### config.mk
export PLATFORM = sky130hd
export DESIGN_NAME = apb_gpio_ctrl
export DESIGN_NICKNAME = d
export VERILOG_FILES = /design/src/rtl/apb_gpio_ctrl.sv
export SDC_FILE = /design/constraint.sdc
export NUM_CORES = 1
export LEC_CHECK = 0
export ABC_AREA = 1
export CORE_MARGIN = 2
export CORE_UTILIZATION = 40
export CTS_CLUSTER_DIAMETER = 80
export DETAILED_ROUTE_END_ITERATION = 8
export GPL_ROUTABILITY_DRIVEN = 1
export PLACE_DENSITY = 0.64
export SETUP_SLACK_MARGIN = 0.15
export SYNTH_ARGS = -nofsm -noshare
export SYNTH_HDL_FRONTEND = slang
export SYNTH_SLANG_ARGS = --single-unit
### constraint.sdc
create_clock -name clk -period 2.9 [get_ports clk]
set_input_delay 0.29 -clock clk [delete_from_list [all_inputs] [get_ports clk]]
set_output_delay 0.29 -clock clk [all_outputs]
set_load 0.05 [all_outputs]
### src/rtl/apb_gpio_ctrl.sv
// APB slave GPIO peripheral: output register with set/clear aliases,
// synchronised and debounced inputs, and a level interrupt raised on
// selectable debounced edges. One wait state on every APB access.
module apb_gpio_ctrl #(
    parameter int                OUT_W   = 8,
    parameter int                IN_W    = 8,
    parameter int                DEB_W   = 16,
    parameter logic [DEB_W-1:0]  DEB_RST = 16'd1000,
    parameter logic [31:0]       ID_VAL  = 32'h6770_0001
) (
    input  logic              clk,
    input  logic              rst,
    input  logic [11:0]       S_APB_PADDR,
    input  logic              S_APB_PSEL,
    input  logic              S_APB_PENABLE,
    input  logic              S_APB_PWRITE,
    input  logic [31:0]       S_APB_PWDATA,
    output logic              S_APB_PREADY,
    output logic [31:0]       S_APB_PRDATA,
    output logic              S_APB_PSLVERR,
    output logic [OUT_W-1:0]  gpio_out,
    input  logic [IN_W-1:0]   gpio_in,
    output logic              irq
);

    localparam logic [1:0] ST_IDLE = 2'd0;
    localparam logic [1:0] ST_WAIT = 2'd1;
    localparam logic [1:0] ST_DONE = 2'd2;
    localparam logic [DEB_W-1:0] CNT_ONE = {{(DEB_W-1){1'b0}}, 1'b1};

    logic [1:0]        r_state;
    logic              r_pready;
    logic [31:0]       r_prdata;
    logic              r_pslverr;
    logic [OUT_W-1:0]  r_out;
    logic [IN_W-1:0]   r_irq_en;
    logic [IN_W-1:0]   r_irq_stat;
    logic [IN_W-1:0]   r_irq_edge;
    logic [DEB_W-1:0]  r_deb_lim;
    logic              r_irq;
    logic [IN_W-1:0]   r_sync1;
    logic [IN_W-1:0]   r_sync2;
    logic [IN_W-1:0]   r_deb;
    logic [IN_W-1:0]   r_deb_d;
    logic [DEB_W-1:0]  r_cnt [IN_W];

    logic [9:0]        w_idx;
    logic              w_err;
    logic              w_wr;
    logic [31:0]       w_rdata;
    logic [IN_W-1:0]   w_w1c;
    logic [IN_W-1:0]   w_evt;
    logic              w_unused;

    assign w_idx    = S_APB_PADDR[11:2];
    // Unmapped offsets always error; IN and ID are read-only.
    assign w_err    = (w_idx > 10'd8) ||
                      (S_APB_PWRITE && ((w_idx == 10'd3) || (w_idx == 10'd8)));
    assign w_wr     = (r_state == ST_DONE) && S_APB_PSEL && S_APB_PENABLE &&
                      S_APB_PWRITE && !w_err;
    assign w_unused = ^{S_APB_PADDR[1:0], S_APB_PWDATA};

    // Edge events: rising or falling per bit, taken from the debounced value.
    assign w_evt = (~r_irq_edge & r_deb & ~r_deb_d) | (r_irq_edge & ~r_deb & r_deb_d);

    // Read mux and W1C mask for IRQ_STAT.
    always_comb begin
        w_rdata = '0;
        w_w1c   = '0;
        case (w_idx)
            10'd0: w_rdata[OUT_W-1:0] = r_out;
            10'd3: w_rdata[IN_W-1:0]  = r_deb;
            10'd4: w_rdata[IN_W-1:0]  = r_irq_en;
            10'd5: w_rdata[IN_W-1:0]  = r_irq_stat;
            10'd6: w_rdata[IN_W-1:0]  = r_irq_edge;
            10'd7: w_rdata[DEB_W-1:0] = r_deb_lim;
            10'd8: w_rdata            = ID_VAL;
            default: w_rdata          = '0;
        endcase
        if (w_wr && (w_idx == 10'd5)) begin
            w_w1c = S_APB_PWDATA[IN_W-1:0];
        end
    end

    // APB handshake FSM: IDLE -> WAIT -> DONE -> IDLE; PSEL loss aborts.
    always_ff @(posedge clk) begin
        if (rst) begin
            r_state <= ST_IDLE;
        end else begin
            case (r_state)
                ST_IDLE: if (S_APB_PSEL && !S_APB_PENABLE) r_state <= ST_WAIT;
                ST_WAIT: begin
                    if (!S_APB_PSEL)        r_state <= ST_IDLE;
                    else if (S_APB_PENABLE) r_state <= ST_DONE;
                end
                default: r_state <= ST_IDLE;
            endcase
        end
    end

    // Response registers: valid only during the DONE cycle, zero otherwise.
    always_ff @(posedge clk) begin
        if (rst) begin
            r_pready  <= 1'b0;
            r_prdata  <= '0;
            r_pslverr <= 1'b0;
        end else if ((r_state == ST_WAIT) && S_APB_PSEL && S_APB_PENABLE) begin
            r_pready  <= 1'b1;
            r_prdata  <= w_err ? 32'd0 : w_rdata;
            r_pslverr <= w_err;
        end else begin
            r_pready  <= 1'b0;
            r_prdata  <= '0;
            r_pslverr <= 1'b0;
        end
    end

    // Writable registers, committed on the DONE edge.
    always_ff @(posedge clk) begin
        if (rst) begin
            r_out      <= '0;
            r_irq_en   <= '0;
            r_irq_edge <= '0;
            r_deb_lim  <= DEB_RST;
        end else if (w_wr) begin
            case (w_idx)
                10'd0: r_out      <= S_APB_PWDATA[OUT_W-1:0];
                10'd1: r_out      <= r_out | S_APB_PWDATA[OUT_W-1:0];
                10'd2: r_out      <= r_out & ~S_APB_PWDATA[OUT_W-1:0];
                10'd4: r_irq_en   <= S_APB_PWDATA[IN_W-1:0];
                10'd6: r_irq_edge <= S_APB_PWDATA[IN_W-1:0];
                10'd7: r_deb_lim  <= S_APB_PWDATA[DEB_W-1:0];
                default: ;
            endcase
        end
    end

    // Interrupt status: a new event beats a simultaneous W1C; irq follows one cycle later.
    always_ff @(posedge clk) begin
        if (rst) begin
            r_irq_stat <= '0;
            r_irq      <= 1'b0;
        end else begin
            r_irq_stat <= (r_irq_stat & ~w_w1c) | w_evt;
            r_irq      <= |(r_irq_stat & r_irq_en);
        end
    end

    // Two-flop synchroniser followed by per-bit debounce counters.
    always_ff @(posedge clk) begin
        if (rst) begin
            r_sync1 <= '0;
            r_sync2 <= '0;
            r_deb   <= '0;
            r_deb_d <= '0;
            for (int i = 0; i < IN_W; i++) r_cnt[i] <= '0;
        end else begin
            r_sync1 <= gpio_in;
            r_sync2 <= r_sync1;
            r_deb_d <= r_deb;
            for (int i = 0; i < IN_W; i++) begin
                if (r_sync2[i] == r_deb[i]) begin
                    r_cnt[i] <= '0;
                end else if (r_cnt[i] >= r_deb_lim) begin
                    // ">=" so a limit lowered mid-count still fires promptly.
                    r_deb[i] <= r_sync2[i];
                    r_cnt[i] <= '0;
                end else if (r_cnt[i] != '1) begin
                    r_cnt[i] <= r_cnt[i] + CNT_ONE;
                end
            end
        end
    end

    assign S_APB_PREADY  = r_pready;
    assign S_APB_PRDATA  = r_prdata;
    assign S_APB_PSLVERR = r_pslverr;
    assign gpio_out      = r_out;
    assign irq           = r_irq;

endmodule

==> flow_summary.ini <==
[floorplan]
die_h_um = 192
die_area_um2 = 37000
die_w_um = 192
start_util = 0.403
core_um2 = 35200
rows = 69
io_pins = 100

[timing]
setup_slack_ns = 0.341
max_freq_mhz = 391
rsz0062_at_grt = false
period_minus_slack_ns = 2.56
period_share = 0.882
setup_viol = 0
tightest_slew_ns = 0.729
slew_violations = 0
setup_tns_ns = 0
hold_violations = 0
fin_skew_ns = 0.0170
slew_headroom = 0.513

[power_and_ir_drop]
power.internal_mw = 5.67
p_comb_frac = 0.029
swShare = 0.207
power_density_nw_per_um2 = 433
ir_worst_vdd_mv = 0.522
pwr-share-seq = 0.480
power.switching_mw = 1.48
p_clk_frac = 0.490
p_leak_nw = 6.80

[job]
drv_cap = 0

[layout]
multi_input_area_um2 = 7310
regMostFlops = r_cnt
mostFrequentLayoutCell = nor2_1
final_nets = 2015
utilization = 0.469
insertedDiodeCount = 0
drive_gt1_frac = 0.0657
area_growth_pct = 16.2
fill_cells = 3394
fin_cells = 2303
largest_reg_flops = 128
most-common-layout-cells = nor2_1, nand2_1, inv_1
regArea_um2 = 5890

[place]
portBuffers = 73
place_inst = 2255
place_congestion = 0.875
dp_slack_ns = 0.367
place_hpwl_um = 25700

[setup_path]
cp_data_required_time_ns = 3.17
endpoint_kind = register
start_kind = register
path_class = reg2reg
cp.arrival_ns = 2.83
crit_fanout = 16
r2r_setup_slack_ns = 0.34

[yosys]
netlist_area_um2 = 14200
yosysWarningCount = 0
yosysUniqueCellTypes = 46
synth-edff-count = 128
synth-seq-cells = 230
synthArstFlopShare = 0
syn_avg_cell_area_um2 = 8.28
ys.flop_type = edfxtp_1
syn_inst = 1715
yosysSeqAreaShare = 0.414

[clock_tree]
clock-sinks = 230
cts_root_buf = clkbuf_16
clk_pin_slew_ns = 0.07
htree_levels = 1
clockBufferDepth = 3
clkLatencyLatePin_ns = 0.54
post_cts_resize_count = 0
post-cts-setup-buffers = 0
cts_tree = done
holdBufCountCts = 0
cts-buffers-inserted = 26

[drt]
ant_nets = 0
wl_um = 35500
wl_per_cell_um = 15.4
first_pass_iters = 5
vias_per_cell = 5.23
drt_iter0_markers = 874
drc = 0
dr_total_vias = 12046

[status]
run_status = completed

[worst_hold_path]
hold_class = in2reg

[global_routing]
grt_first_pass_wirelength_um = 57600
grt_use_total = 0.193
grt_start_max_net_pins = 51
grt_pass1_vias = 11476
antenna_found_initial = 0
grt-ovfl-total = 0
==> per-stage QoR <==
| step | cell area, um^2 | hold slack (ns) | power [mW] |
|---|---|---|---|
| finish | 16500 | 0.0244 | 7.15 |
| global route | 16500 | 0.0199 | 7.34 |
| CTS | 16500 | 0.0109 | 7.21 |
| detailed placement | 15600 | 0.392 | 3.71 |
| global placement | 15600 | 0.390 | 3.71 |
| floorplan | 14200 | 0.366 | 3.62 |
==> logic make-up (layout without fill, tap and decap cells) <==
kind of cell	after synthesis	count (layout)	share of synthesized area
DFF	230	230	0.414
other	1	8	0.000264
and+or+nand+nor	771	771	0.246
AOI/OAI and AO/OA	228	228	0.0860
adders and majority gates	136	136	0.120
buffers and inverters	250	370	0.0727
xor gates and xnor gates	99	99	0.0611
==> worst max-delay path, cell delays in order (launching register included) <==
cell,delay (ns)
dfxtp_1,0.32
inv_1,0.48
ha_1,0.34
nand2_1,0.09
o21ai_0,0.09
a21oi_1,0.12
a21boi_0,0.47
nand3b_1,0.13
buf_4,0.23
==> final timing paths <==
path	cells after the start	startpoint	endpoint
worst max-delay path	8	r_deb_lim[14]	r_cnt[0][28]
worst min register to register	2	r_sync1[4]	r_sync2[4]
worst max register to register	8	r_deb_lim[14]	r_cnt[0][28]
worst min-delay path	2	rst	r_state[1]
==> per-layer routing <==
| layer | global-route usage | part of all wire | wire [um] |
|---|---|---|---|
| met1 | 0.260 | 0.46 | 16200 |
| met2 | 0.326 | 0.46 | 16300 |
| met3 | 0.0247 | 0.057 | 2010 |
| met4 | 0.0537 | 0.026 | 938 |
| met5 | 0 | 0 | 0 |
==> power by group through the flow <==
stage | clock network (mW) | registers (mW) | logic, mW
floorplan | 0 | 3.50 | 0.120
global placement | 0 | 3.50 | 0.208
CTS | 3.57 | 3.43 | 0.211
detailed placement | 0 | 3.50 | 0.210
finish | 3.50 | 3.43 | 0.210
global route | 3.68 | 3.43 | 0.231
==> synth_stat cells (2+ instances only) <==
cell,number,area share
a21boi_0,2,0.0011
a21oi_1,97,0.034
a221oi_1,2,0.0012
buf_2,6,0.0021
buf_4,19,0.010
buf_6,2,0.0016
clkbuf_1,14,0.0037
dfxtp_1,102,0.14
edfxtp_1,128,0.27
ha_1,136,0.12
inv_1,207,0.055
inv_2,2,0.00053
nand2_1,217,0.057
nand2_2,5,0.0022
nand3_1,86,0.030
nand3_2,3,0.0021
nand3b_1,8,0.0042
nand4_1,37,0.016
nor2_1,280,0.074
nor2_2,7,0.0031
nor2_4,6,0.0048
nor3_1,78,0.027
nor3b_1,20,0.011
nor4_1,6,0.0026
o211ai_1,2,0.0011
o21a_1,3,0.0016
o21ai_0,78,0.027
o21ai_1,13,0.0046
o21bai_1,8,0.0042
o22ai_1,19,0.0084
or2_2,10,0.0044
xnor2_1,34,0.021
xor2_1,65,0.040
==> cell type report <==
type | instances | share of cell area
clock buffers | 40 | 0.0489
clock inverters | 8 | 0.00682
inverters | 209 | 0.0475
multi-input cells | 1242 | 0.443
flip-flops and latches | 230 | 0.357
well taps | 461 | 0.0350
repair buffers | 113 | 0.0622
Note: power is estimated with default switching activity, not from simulation.
